$ cat config.mk
export PLATFORM = sky130hd
export DESIGN_NAME = oled_cmd_ctrl
export DESIGN_NICKNAME = d
export VERILOG_FILES = /design/src/rtl/oled_cmd_ctrl.sv
export SDC_FILE = /design/constraint.sdc
export NUM_CORES = 1
export LEC_CHECK = 0
export ABC_CLOCK_PERIOD_IN_PS = 3240
export BUFFER_PORTS_ARGS = -buffer_cell sky130_fd_sc_hd__buf_2
export CORE_AREA = 2 2 82 100
export CTS_CLUSTER_DIAMETER = 60
export DETAILED_ROUTE_END_ITERATION = 6
export DIE_AREA = 0 0 84 102
export GPL_TIMING_DRIVEN = 0
export HOLD_SLACK_MARGIN = 0.02
export PLACE_DENSITY_LB_ADDON = 0.15
export SYNTH_ARGS = -nofsm -noshare
export SYNTH_HDL_FRONTEND = slang
export SYNTH_SLANG_ARGS = --single-unit
$ cat constraint.sdc
create_clock -name clock -period 3.24 [get_ports clock]
set_input_delay 0.162 -clock clock [delete_from_list [all_inputs] [get_ports clock]]
set_output_delay 0.162 -clock clock [all_outputs]
set_load 0.01 [all_outputs]
$ cat src/rtl/oled_cmd_ctrl.sv
// SSD1306-style command decoder and windowed frame-buffer write addressing.
// Optional end-of-window pulse on frame_done is built only when FRAME_DONE_EN is defined.
module oled_cmd_ctrl #(
    parameter logic [1:0] RESET_MODE     = 2'd0,
    parameter logic       RESET_INVERT   = 1'b0,
    parameter logic [7:0] RESET_CONTRAST = 8'h7F
) (
    input  logic       clock,
    input  logic       reset,
    input  logic       byte_valid,
    input  logic       oled_dc,
    input  logic [7:0] oled_data,
    output logic       fb_we,
    output logic [9:0] fb_waddr,
    output logic [7:0] fb_wdata,
    output logic       invert,
    output logic       display_on,
    output logic [7:0] contrast,
    output logic       frame_done
);

    typedef enum logic [2:0] {
        CMD,
        ARG_MODE,
        ARG_CONTRAST,
        ARG_COL0,
        ARG_COL1,
        ARG_PAGE0,
        ARG_PAGE1
    } state_t;

    localparam logic [1:0] MODE_HORIZ = 2'd0;
    localparam logic [1:0] MODE_VERT  = 2'd1;
    localparam logic [1:0] MODE_PAGE  = 2'd2;

    state_t     state, state_n;
    logic [1:0] mode, mode_n;
    logic [6:0] col_start, col_start_n, col_end, col_end_n, col_ptr, col_ptr_n;
    logic [2:0] page_start, page_start_n, page_end, page_end_n, page_ptr, page_ptr_n;
    logic       invert_n, display_on_n, fb_we_n, frame_done_n;
    logic [7:0] contrast_n, fb_wdata_n;
    logic [9:0] fb_waddr_n;

    logic       col_wrap, page_wrap;
    logic [6:0] col_adv;
    logic [2:0] page_adv;

    assign col_wrap  = (col_ptr == col_end);
    assign page_wrap = (page_ptr == page_end);
    // Pointers outside the window keep counting until they hit the end value.
    assign col_adv   = col_wrap ? col_start : col_ptr + 7'd1;
    assign page_adv  = page_wrap ? page_start : page_ptr + 3'd1;

    always_ff @(posedge clock) begin
        if (reset) begin
            state      <= CMD;
            mode       <= RESET_MODE;
            col_start  <= 7'd0;
            col_end    <= 7'd127;
            col_ptr    <= 7'd0;
            page_start <= 3'd0;
            page_end   <= 3'd7;
            page_ptr   <= 3'd0;
            invert     <= RESET_INVERT;
            display_on <= 1'b0;
            contrast   <= RESET_CONTRAST;
            fb_we      <= 1'b0;
            fb_waddr   <= 10'd0;
            fb_wdata   <= 8'd0;
            frame_done <= 1'b0;
        end else begin
            state      <= state_n;
            mode       <= mode_n;
            col_start  <= col_start_n;
            col_end    <= col_end_n;
            col_ptr    <= col_ptr_n;
            page_start <= page_start_n;
            page_end   <= page_end_n;
            page_ptr   <= page_ptr_n;
            invert     <= invert_n;
            display_on <= display_on_n;
            contrast   <= contrast_n;
            fb_we      <= fb_we_n;
            fb_waddr   <= fb_waddr_n;
            fb_wdata   <= fb_wdata_n;
            frame_done <= frame_done_n;
        end
    end

    always_comb begin
        state_n      = state;
        mode_n       = mode;
        col_start_n  = col_start;
        col_end_n    = col_end;
        col_ptr_n    = col_ptr;
        page_start_n = page_start;
        page_end_n   = page_end;
        page_ptr_n   = page_ptr;
        invert_n     = invert;
        display_on_n = display_on;
        contrast_n   = contrast;
        fb_we_n      = 1'b0;
        fb_waddr_n   = fb_waddr;
        fb_wdata_n   = fb_wdata;
        frame_done_n = 1'b0;

        if (byte_valid && oled_dc) begin
            // A data byte abandons any half-received command.
            state_n    = CMD;
            fb_we_n    = 1'b1;
            fb_waddr_n = {page_ptr, col_ptr};
            fb_wdata_n = oled_data;
`ifdef FRAME_DONE_EN
            frame_done_n = (mode == MODE_PAGE) ? col_wrap : (col_wrap && page_wrap);
`endif
            case (mode)
                MODE_HORIZ: begin
                    col_ptr_n = col_adv;
                    if (col_wrap) page_ptr_n = page_adv;
                end
                MODE_VERT: begin
                    page_ptr_n = page_adv;
                    if (page_wrap) col_ptr_n = col_adv;
                end
                default: col_ptr_n = col_adv;
            endcase
        end else if (byte_valid) begin
            state_n = CMD;
            case (state)
                CMD: begin
                    if (oled_data == 8'h20) state_n = ARG_MODE;
                    else if (oled_data == 8'h81) state_n = ARG_CONTRAST;
                    else if (oled_data == 8'h21) state_n = ARG_COL0;
                    else if (oled_data == 8'h22) state_n = ARG_PAGE0;
                    else if (oled_data == 8'hA6) invert_n = 1'b0;
                    else if (oled_data == 8'hA7) invert_n = 1'b1;
                    else if (oled_data == 8'hAE) display_on_n = 1'b0;
                    else if (oled_data == 8'hAF) display_on_n = 1'b1;
                    else if (mode == MODE_PAGE) begin
                        if (oled_data[7:3] == 5'b10110) page_ptr_n = oled_data[2:0];
                        else if (oled_data[7:4] == 4'h0) col_ptr_n[3:0] = oled_data[3:0];
                        else if (oled_data[7:3] == 5'b00010) col_ptr_n[6:4] = oled_data[2:0];
                    end
                end
                ARG_MODE:     if (oled_data[1:0] != 2'd3) mode_n = oled_data[1:0];
                ARG_CONTRAST: contrast_n = oled_data;
                ARG_COL0: begin
                    col_start_n = oled_data[6:0];
                    state_n     = ARG_COL1;
                end
                ARG_COL1: begin
                    col_end_n = oled_data[6:0];
                    col_ptr_n = col_start;
                end
                ARG_PAGE0: begin
                    page_start_n = oled_data[2:0];
                    state_n      = ARG_PAGE1;
                end
                ARG_PAGE1: begin
                    page_end_n = oled_data[2:0];
                    page_ptr_n = page_start;
                end
                default: state_n = CMD;
            endcase
        end
    end

endmodule

==> impl_results.md, run 1 <==
* Vias at 2,758
* Slew Limit Fails at 0
* Main area contributors after synthesis: dfxtp_1, mux2i_1, nand2_1
* Dpl hpwl at 6020 µm
* Filler cells at 790
* Number of diodes at 0
* Initial antenna violation count at 0
* Layout net count at 434
* Fin Hold WS at 0.167 ns
* Post-synth top cells: nand2_1, dfxtp_1, nor2_1
* Top-count cell post-synth: nand2_1
* Register Area at 1280 µm²
* CP max-delay cell: nor3_1
* Design Power at 1.62 mW
* Die area at 8570 µm²
* Htree depth at 3
* Slack of the critical path at 1.23 ns
* Status: complete, no violations
* Post-CTS Repair Setup Buffers at 0
* Vias in the first global route at 2,649
* Final setup fails at 0
* Clk slew on worst S/H paths at 0.07 ns
* Final ANT Viol Nets at 0
* Yosys Warn Count at 0
* Sinks on the clock net at 64
* Die width at 84 µm
* Crit path buffers/inverters at 1
* Hold Crit Class: input port to flop
* Crit path DAT at 2.22 ns
* First-pass GRT wire length at 13,700 µm
* Hold Buf Count CTS at 0
* VDD IR max at 0.232 mV
* CP Cell Sequence: buf_2 -> xor2_1 -> nor3_1 -> a21oi_1 -> a221oi_1 -> a211oi_1
* Routed WL at 8310 µm
* Hold Startpoint: oled_data[7]
* Mapped Nets at 390
* Critical Path RT at 3.45 ns
* CP Launch Point: col_ptr[3]
* Die height at 102 µm
* Sequential area share after synthesis at 41.1%
* Startpoint Class: flop
* CTS root buffer: clkbuf_8
* Worst reg2reg startpoint: col_ptr[3]
* Gr ovfl total at 0
* Largest net degree at the start of global routing at 12
* Critical path class: flop to flop
* Unrepaired setup endpoints after global routing: no
* CP max FO at 6
* Clk_skew at 0.00758 ns
* Vias per cell at 5.33
* CORE AREA at 7580 µm²
* Wire per inst at 16.1 µm
* Clock latency on the worst-skew pair at 0.34 ns
* Layout cells sized above 1 at 16.5%
* Post-synth EDFFs at 0
* CTS buffer count at 9
* Footprint of the multi-input gates at 1660 µm²
* Place WS at 1.26 ns
* MaxCap Viol Count at 0
* Setup TNS at 0 ns
* Distinct cells, synth at 55
* Iter 0 DRT Violations at 143
* R2R Setup Slk at 1.23 ns
* DRT Pass-1 Iters at 4
* Slowest cell delay on critical path at 0.46 ns
* Final Hold Vio Count at 0
* Yosys top cell area share at 41.1%
* Cell type with the highest aggregate area in the netlist: dfxtp_1
* Syn_area_per_cell at 8.30 µm²
* Total GRT Usage at 20.8%
* Mapped Area at 3120 µm²
* CP delay by family, top: compound AO/OA/AOI/OAI gates
* Post-cts gate resize count at 0
* Synth Flop Type: dfxtp_1
* Crit end category: flop
* CTS tree: yes
* Max-slew headroom at 55.0%
* P&R area growth vs syn at 15.0%
* Asr flop ratio synth at 0%
* Period Utilization, post-route at 62.1%
* # DRC at 0
* Routability cong. at 0.924
* Worst Tran Pin Value at 0.675 ns
* PortBufs at 33
* Bufs on Longest Clock Path at 2
* Final min period at 2.01 ns
* Fmax at 497 MHz
* I/O pin cnt at 42
* Synth Instances at 376
* Pleak at 1.38 nW
* Initial core utilization at 41.2%
* Rows at 35
* Synthesized flop and latch total at 64
* Core Util, Final at 47.3%
* Power per cell area at 451 nW/µm²
-- routing by layer --
metal  vias up  wire length, µm  global-route usage, %
met5         -                0                      0
met4         0              183                   7.94
met3        17              455                   4.93
met2        81             3960                   34.5
met1      1276             3710                   26.4
li1       1384                -                      -
-- final timing paths --
| path | end | cells after the start |
|---|---|---|
| max | col_ptr[5] | 6 |
| min | fb_wdata[7] | 3 |
| max reg2reg | col_ptr[5] | 6 |
| min reg2reg | fb_wdata[2] | 2 |
-- state kept, by name (all words and copies together), names as in the netlist, 7 cells and up --
signal	cells
col_ptr	7
col_end	7
contrast	8
fb_wdata	8
col_start	7
fb_waddr	10
-- area by class of cell --
class	instances	area share, %
well taps	92	3.21
clock buffers	10	3.56
inverters	9	0.942
clock inverters	6	1.67
plain buffers	30	3.91
repair buffers	33	4.60
multi-input cells	273	46.4
flip-flops and latches	64	35.7
-- stage by stage --
stage | cells | cell area [µm²]
finish | 517 | 3590
detailed placement | 501 | 3400
global placement | 501 | 3400
CTS | 517 | 3590
global route | 517 | 3590
floorplan | 376 | 3120
-- where the power goes --
| group | total, mW | internal (mW) | switching, mW | leakage (nW) |
|---|---|---|---|---|
| registers | 0.810 | 0.799 | 0.0109 | 0.518 |
| logic | 0.147 | 0.0487 | 0.0978 | 0.769 |
| clock network | 0.663 | 0.351 | 0.312 | 0.0920 |
| total | 1.62 | 1.20 | 0.421 | 1.38 |
-- cell usage in the layout (no fill, tap or decap), drive strengths merged, types with 4 or more instances in the layout --
cell type / netlist / layout
o21ai: 8 / 8
nand2: 67 / 67
inv: 9 / 9
clkbuf: 16 / 26
nand3: 9 / 9
mux2i: 27 / 27
nor2: 39 / 39
o32a: 4 / 4
nor3: 8 / 8
xor2: 15 / 15
nor4: 5 / 5
dfxtp: 64 / 64
nand2b: 9 / 9
buf: 14 / 47
a21oi: 29 / 29
a211oi: 5 / 5
-- logic make-up after synthesis --
family / count (synthesis) / synth area share, %
compound gates: 70 / 15.2
mux: 27 / 8.66
other cells: 1 / 0.120
simple gates: 156 / 23.7
xor+xnor: 17 / 4.77
fa+ha+maj: 2 / 0.802
buf+inv: 39 / 5.58
flops: 64 / 41.1
-- worst register-to-register path, stage by stage (launching register included) --
cell and delay [ns]:
dfxtp_1 0.29, buf_2 0.15, xor2_1 0.19, nor3_1 0.46, a21oi_1 0.23, a221oi_1 0.44
a211oi_1 0.12
No activity file was read; power rests on OpenSTA's default activity.
==> run 2, diff against run 1 <==
--- a/config.mk
+++ b/config.mk
@@ -5,7 +5,7 @@
 export SDC_FILE = /design/constraint.sdc
 export NUM_CORES = 1
 export LEC_CHECK = 0
-export ABC_CLOCK_PERIOD_IN_PS = 3240
+export ABC_CLOCK_PERIOD_IN_PS = 1950
 export BUFFER_PORTS_ARGS = -buffer_cell sky130_fd_sc_hd__buf_2
 export CORE_AREA = 2 2 82 100
 export CTS_CLUSTER_DIAMETER = 60
==> constraint.sdc (replaced) <==
create_clock -name clock -period 1.95 [get_ports clock]
set_input_delay 0.0975 -clock clock [delete_from_list [all_inputs] [get_ports clock]]
set_output_delay 0.0975 -clock clock [all_outputs]
set_load 0.01 [all_outputs]
==> run 2 against run 1 <==
Global-route usage hardly changed; sequential power is 67% higher; combinational power up 68%; clock power up 66%; critical path type unchanged; critical endpoint is now page_ptr[2]; largest cell class unchanged.
==> impl_results.md, run 2 (synthesized netlist as in run 1, its figures left out) <==
* Largest net degree at the start of global routing at 12
* Htree depth at 3
* Status: complete, no violations
* Vias in the first global route at 2,649
* PortBufs at 33
* Filler cells at 790
* Hold Crit Class: input port to flop
* Worst reg2reg startpoint: col_ptr[6]
* Total GRT Usage at 20.7%
* Critical path class: flop to flop
* Initial core utilization at 41.2%
* Vias at 2,795
* Rows at 35
* VDD IR max at 0.385 mV
* CTS root buffer: clkbuf_8
* Number of flip-flops in the largest register at 10
* Clock latency on the worst-skew pair at 0.34 ns
* Number of diodes at 0
* CP Launch Point: col_ptr[6]
* Largest registers: fb_waddr (10), contrast (8), fb_wdata (8)
* Max-slew headroom at 56.3%
* Sinks on the clock net at 64
* Commonest cells after routing, fill and taps aside: nand2_1, dfxtp_1, buf_2
* CP Cell Sequence: xor2_1 -> nor4_4 -> a21oi_1 -> or4_1 -> o21ai_1
* CORE AREA at 7580 µm²
* Crit path DAT at 2.15 ns
* Power per cell area at 744 nW/µm²
* Most common cell after layout, fill and taps aside: nand2_1
* MaxCap Viol Count at 0
* Initial antenna violation count at 0
* DRT Pass-1 Iters at 5
* CP max FO at 6
* Layout net count at 434
* Gr ovfl total at 0
* Layout cells sized above 1 at 17.9%
* Crit end category: flop
* First-pass GRT wire length at 13,700 µm
* Core Util, Final at 47.7%
* Iter 0 DRT Violations at 156
* Slew Limit Fails at 0
* Post-CTS Repair Setup Buffers at 0
* Final Cell Area at 3620 µm²
* Routability cong. at 0.924
* CP max-delay cell: dfxtp_1
* Dpl hpwl at 6020 µm
* Vias per cell at 5.41
* Final min period at 1.87 ns
* Die area at 8570 µm²
* Cell Area, Placed at 3400 µm²
* # DRC at 0
* Clk slew on worst S/H paths at 0.07 ns
* Final setup fails at 0
* Clk_skew at 0.00532 ns
* I/O pin cnt at 42
* Largest reg by FF count: fb_waddr
* Worst Tran Pin Value at 0.656 ns
* Startpoint Class: flop
* Final Hold Vio Count at 0
* Bufs on Longest Clock Path at 2
* Fmax at 535 MHz
* Die width at 84 µm
* Hold Startpoint: oled_data[7]
* Slowest cell delay on critical path at 0.45 ns
* P&R area growth vs syn at 15.9%
* CTS buffer count at 9
* Fin Hold WS at 0.104 ns
* Final ANT Viol Nets at 0
* Wire per inst at 16.1 µm
* CTS tree: yes
* Hold Buf Count CTS at 0
* Die height at 102 µm
* Period Utilization, post-route at 95.8%
* Routed WL at 8340 µm
* Pleak at 1.39 nW
* Critical Path RT at 2.23 ns
-- run 2: cell counts in the layout (fill, tap and decap cells not counted) --
No cell type changed its count.
-- run 2: final timing paths --
| kind | to | slack [ns] | cells after the start |
|---|---|---|---|
| setup / recovery | page_ptr[2] | 0.08 | 5 |
| hold / removal | fb_wdata[7] | 0.10 | 3 |
| setup reg to reg | page_ptr[2] | 0.08 | 5 |
| hold reg to reg | fb_wdata[2] | 0.45 | 2 |
-- run 2: layout make-up --
class / instances / area [µm²] / area share (%)
buffer: 30 / 141 / 3.91
clock buffer: 10 / 128 / 3.53
clock inverter: 6 / 60.1 / 1.66
inverter: 9 / 33.8 / 0.934
multi-input combinational: 273 / 1690 / 46.7
sequential: 64 / 1280 / 35.5
tap: 92 / 115 / 3.18
timing repair buffer: 33 / 165 / 4.57
-- run 2: repair_timing --
action	in CTS	in global routing
endpoints found under the setup margin	1	10
pin swaps	0	1
gates resized for setup	2	6
-- run 2: metal layers --
| layer | global-route usage [%] | share of wire (%) | vias to the layer above |
|---|---|---|---|
| met5 | 0 | 0 | - |
| met4 | 7.94 | 2.5 | 0 |
| met3 | 4.93 | 5.4 | 17 |
| met2 | 34.5 | 47 | 92 |
| met1 | 26.3 | 45 | 1295 |
| li1 | - | - | 1391 |
-- run 2: critical path, delay by kind of cell (launching register included) --
family	cells	cell delay (ns)
xor+xnor	1	0.14
simple gates	2	0.89
flops	1	0.45
compound gates	2	0.32
-- run 2: report_power, final --
part,switching (mW),internal [mW],total (mW)
Clock,0.514,0.583,1.10
Sequential,0.0182,1.33,1.35
Combinational,0.165,0.0817,0.247
-- run 2: per-stage QoR --
step	total power [mW]	cells	setup slack, ns	setup TNS [ns]
floorplan	1.54	376	0.262	0
global placement	1.62	501	-0.00105	-0.00105
detailed placement	1.62	501	-0.0283	-0.0283
CTS	2.72	517	0.00268	0
global route	2.81	517	-0.00338	-0.00338
finish	2.69	517	0.0818	0
==> run 3, diff against run 2 <==
--- a/config.mk
+++ b/config.mk
@@ -7,10 +7,10 @@
 export LEC_CHECK = 0
 export ABC_CLOCK_PERIOD_IN_PS = 1950
 export BUFFER_PORTS_ARGS = -buffer_cell sky130_fd_sc_hd__buf_2
-export CORE_AREA = 2 2 82 100
+export CORE_AREA = 2 2 71 87
 export CTS_CLUSTER_DIAMETER = 60
 export DETAILED_ROUTE_END_ITERATION = 6
-export DIE_AREA = 0 0 84 102
+export DIE_AREA = 0 0 73 89
 export GPL_TIMING_DRIVEN = 0
 export HOLD_SLACK_MARGIN = 0.02
 export PLACE_DENSITY_LB_ADDON = 0.15
==> run 3 against run 2 <==
Final cell count down 5.2%; fmax down 0.35%; power up 0.31%; die area down 24%; clock skew rose by 0.0029 ns; first-iteration DRC count is 31% higher; flip-flop and latch count is the same; final area shrank 0.87%; global-route usage is 5.9 points higher.
==> impl_results.md, run 3 (synthesized netlist as in run 1, its figures left out) <==
* Status: complete, no violations
* Fmax at 533 MHz
* Largest registers: fb_waddr (10), contrast (8), fb_wdata (8)
* R2R Setup Slk at 0.08 ns
* Worst reg2reg startpoint: col_ptr[2]
* Final Hold Vio Count at 0
* Final min period at 1.87 ns
* Crit path buffers/inverters at 1
* Layout cells sized above 1 at 17.8%
* First-pass GRT wire length at 13,100 µm
* DRT Pass-1 Iters at 5
* Critical path class: flop to flop
* Setup TNS at 0 ns
* CP max-delay cell: nor4_4
* P&R area growth vs syn at 14.9%
* Initial antenna violation count at 0
* Sw frac at 26.2%
* MaxCap Viol Count at 0
* Clk slew on worst S/H paths at 0.07 ns
* PortBufs at 33
* WHS Endpoint: fb_wdata[7]
* VDD IR max at 0.359 mV
* Final ANT Viol Nets at 0
* # DRC at 0
* CORE AREA at 5590 µm²
* Power share of the clock group at 41.0%
* Filler cells at 505
* I/O pin cnt at 42
* Clock latency on the worst-skew pair at 0.34 ns
* Cell depth of the worst hold path at 3
* Sinks on the clock net at 64
* Rows at 30
* R2R Path End: col_ptr[6]
* CTS buffer count at 9
* Most common cell after layout, fill and taps aside: nand2_1
* Gr ovfl total at 0
* Slowest cell delay on critical path at 0.43 ns
* Unrepaired setup endpoints after global routing: no
* Vias per cell at 5.72
* CTS root buffer: clkbuf_8
* Initial core utilization at 55.8%
* Vias at 2,801
* Hold Buf Count CTS at 0
* Final setup fails at 0
* Crit end category: flop
* Worst r2r path cells at 6
* Routed WL at 8080 µm
* Crit path DAT at 2.12 ns
* Total GRT Usage at 26.6%
* Largest net degree at the start of global routing at 12
* Largest reg by FF count: fb_waddr
* Number of flip-flops in the largest register at 10
* Hold Crit Class: input port to flop
* Footprint of the multi-input gates at 1690 µm²
* Design Power at 2.70 mW
* Htree depth at 3
* CP delay by family, top: compound AO/OA/AOI/OAI gates
* Comb power frac at 9.1%
* Hold Startpoint: oled_data[7]
* Worst Tran Pin Value at 0.713 ns
* CP Cell Sequence: buf_4 -> xor2_1 -> nor4_4 -> a31o_2 -> nand2_1 -> a311oi_1
* Period Utilization, post-route at 96.1%
* Die height at 89 µm
* Die area at 6500 µm²
* CTS tree: yes
* Power per cell area at 753 nW/µm²
* Clk_skew at 0.00825 ns
* Slew Limit Fails at 0
* Critical Path RT at 2.20 ns
* Iter 0 DRT Violations at 205
* Vias in the first global route at 2,628
* Startpoint Class: flop
* Register Area at 1280 µm²
* Layout net count at 435
* Bufs on Longest Clock Path at 2
* P_int at 1.99 mW
* Max-slew headroom at 52.5%
* Switch Pwr at 706 µW
* Commonest cells after routing, fill and taps aside: nand2_1, dfxtp_1, buf_2
* Core Util, Final at 64.1%
* Routability cong. at 0.927
* Number of diodes at 0
* Wire per inst at 16.5 µm
* CP max FO at 7
* Sequential Power Share at 49.8%
* Dpl hpwl at 5750 µm
* Pleak at 1.39 nW
* Die width at 73 µm
==> run 3: power by group through the flow <==
stage | Combinational (mW) | Sequential, mW | Clock, mW
6_report | 0.247 | 1.34 | 1.11
5_1_grt | 0.270 | 1.35 | 1.20
4_1_cts | 0.241 | 1.34 | 1.12
3_5_place_dp | 0.240 | 1.37 | 0
3_3_place_gp | 0.239 | 1.37 | 0
2_1_floorplan | 0.160 | 1.38 | 0
==> run 3: how the worst max path moves through the flow <==
stage / start / endpoint / cells past startpoint
6_report: col_ptr[2] / col_ptr[6] / 6
5_1_grt: col_ptr[2] / col_ptr[6] / 6
4_1_cts: col_ptr[3] / col_ptr[5] / 6
3_5_place_dp: col_ptr[2] / col_ptr[5] / 6
3_3_place_gp: col_ptr[3] / col_ptr[5] / 6
2_1_floorplan: state[2] / col_ptr[1] / 6
==> run 3: timing repair <==
item | in CTS | in global routing
setup buffers | 0 | 1
endpoints found under the setup margin | 0 | 7
gates resized for setup | 0 | 6
==> run 3: metrics by stage <==
stage / hold WS, ns / instance area (µm²) / std cells / setup slack, ns
final: 0.113 / 3580 / 490 / 0.0753
after global placement: 0.442 / 3360 / 473 / 0.0443
after floorplan: 0.319 / 3120 / 376 / 0.262
after global routing: 0.119 / 3580 / 490 / 0.0138
after CTS: 0.102 / 3550 / 489 / 0.0339
after detailed placement: 0.445 / 3360 / 473 / 0.0601
==> run 3: layout make-up <==
type / count / area share [%]
Inverter: 9 / 0.942
Clock inverter: 6 / 1.68
Buffer: 30 / 3.91
Tap cell: 64 / 2.23
Multi-Input combinational cell: 273 / 47.1
Sequential cell: 64 / 35.7
Timing Repair Buffer: 34 / 4.82
Clock buffer: 10 / 3.56
==> run 3: worst register-to-register path, delay by kind of cell (launching register included) <==
family,cells,cell delay (ns)
xor+xnor,1,0.18
compound gates,2,0.61
flops,1,0.30
simple gates,2,0.53
buf+inv,1,0.15
==> run 3: metal layers <==
layer | up-vias | share of wire (%) | wire, µm | GRT usage [%]
met5 | - | 0 | 0 | 0
met4 | 0 | 2.7 | 215 | 10.3
met3 | 17 | 4.2 | 340 | 5.07
met2 | 76 | 50 | 4020 | 45.6
met1 | 1319 | 43 | 3510 | 33.0
li1 | 1389 | - | - | -
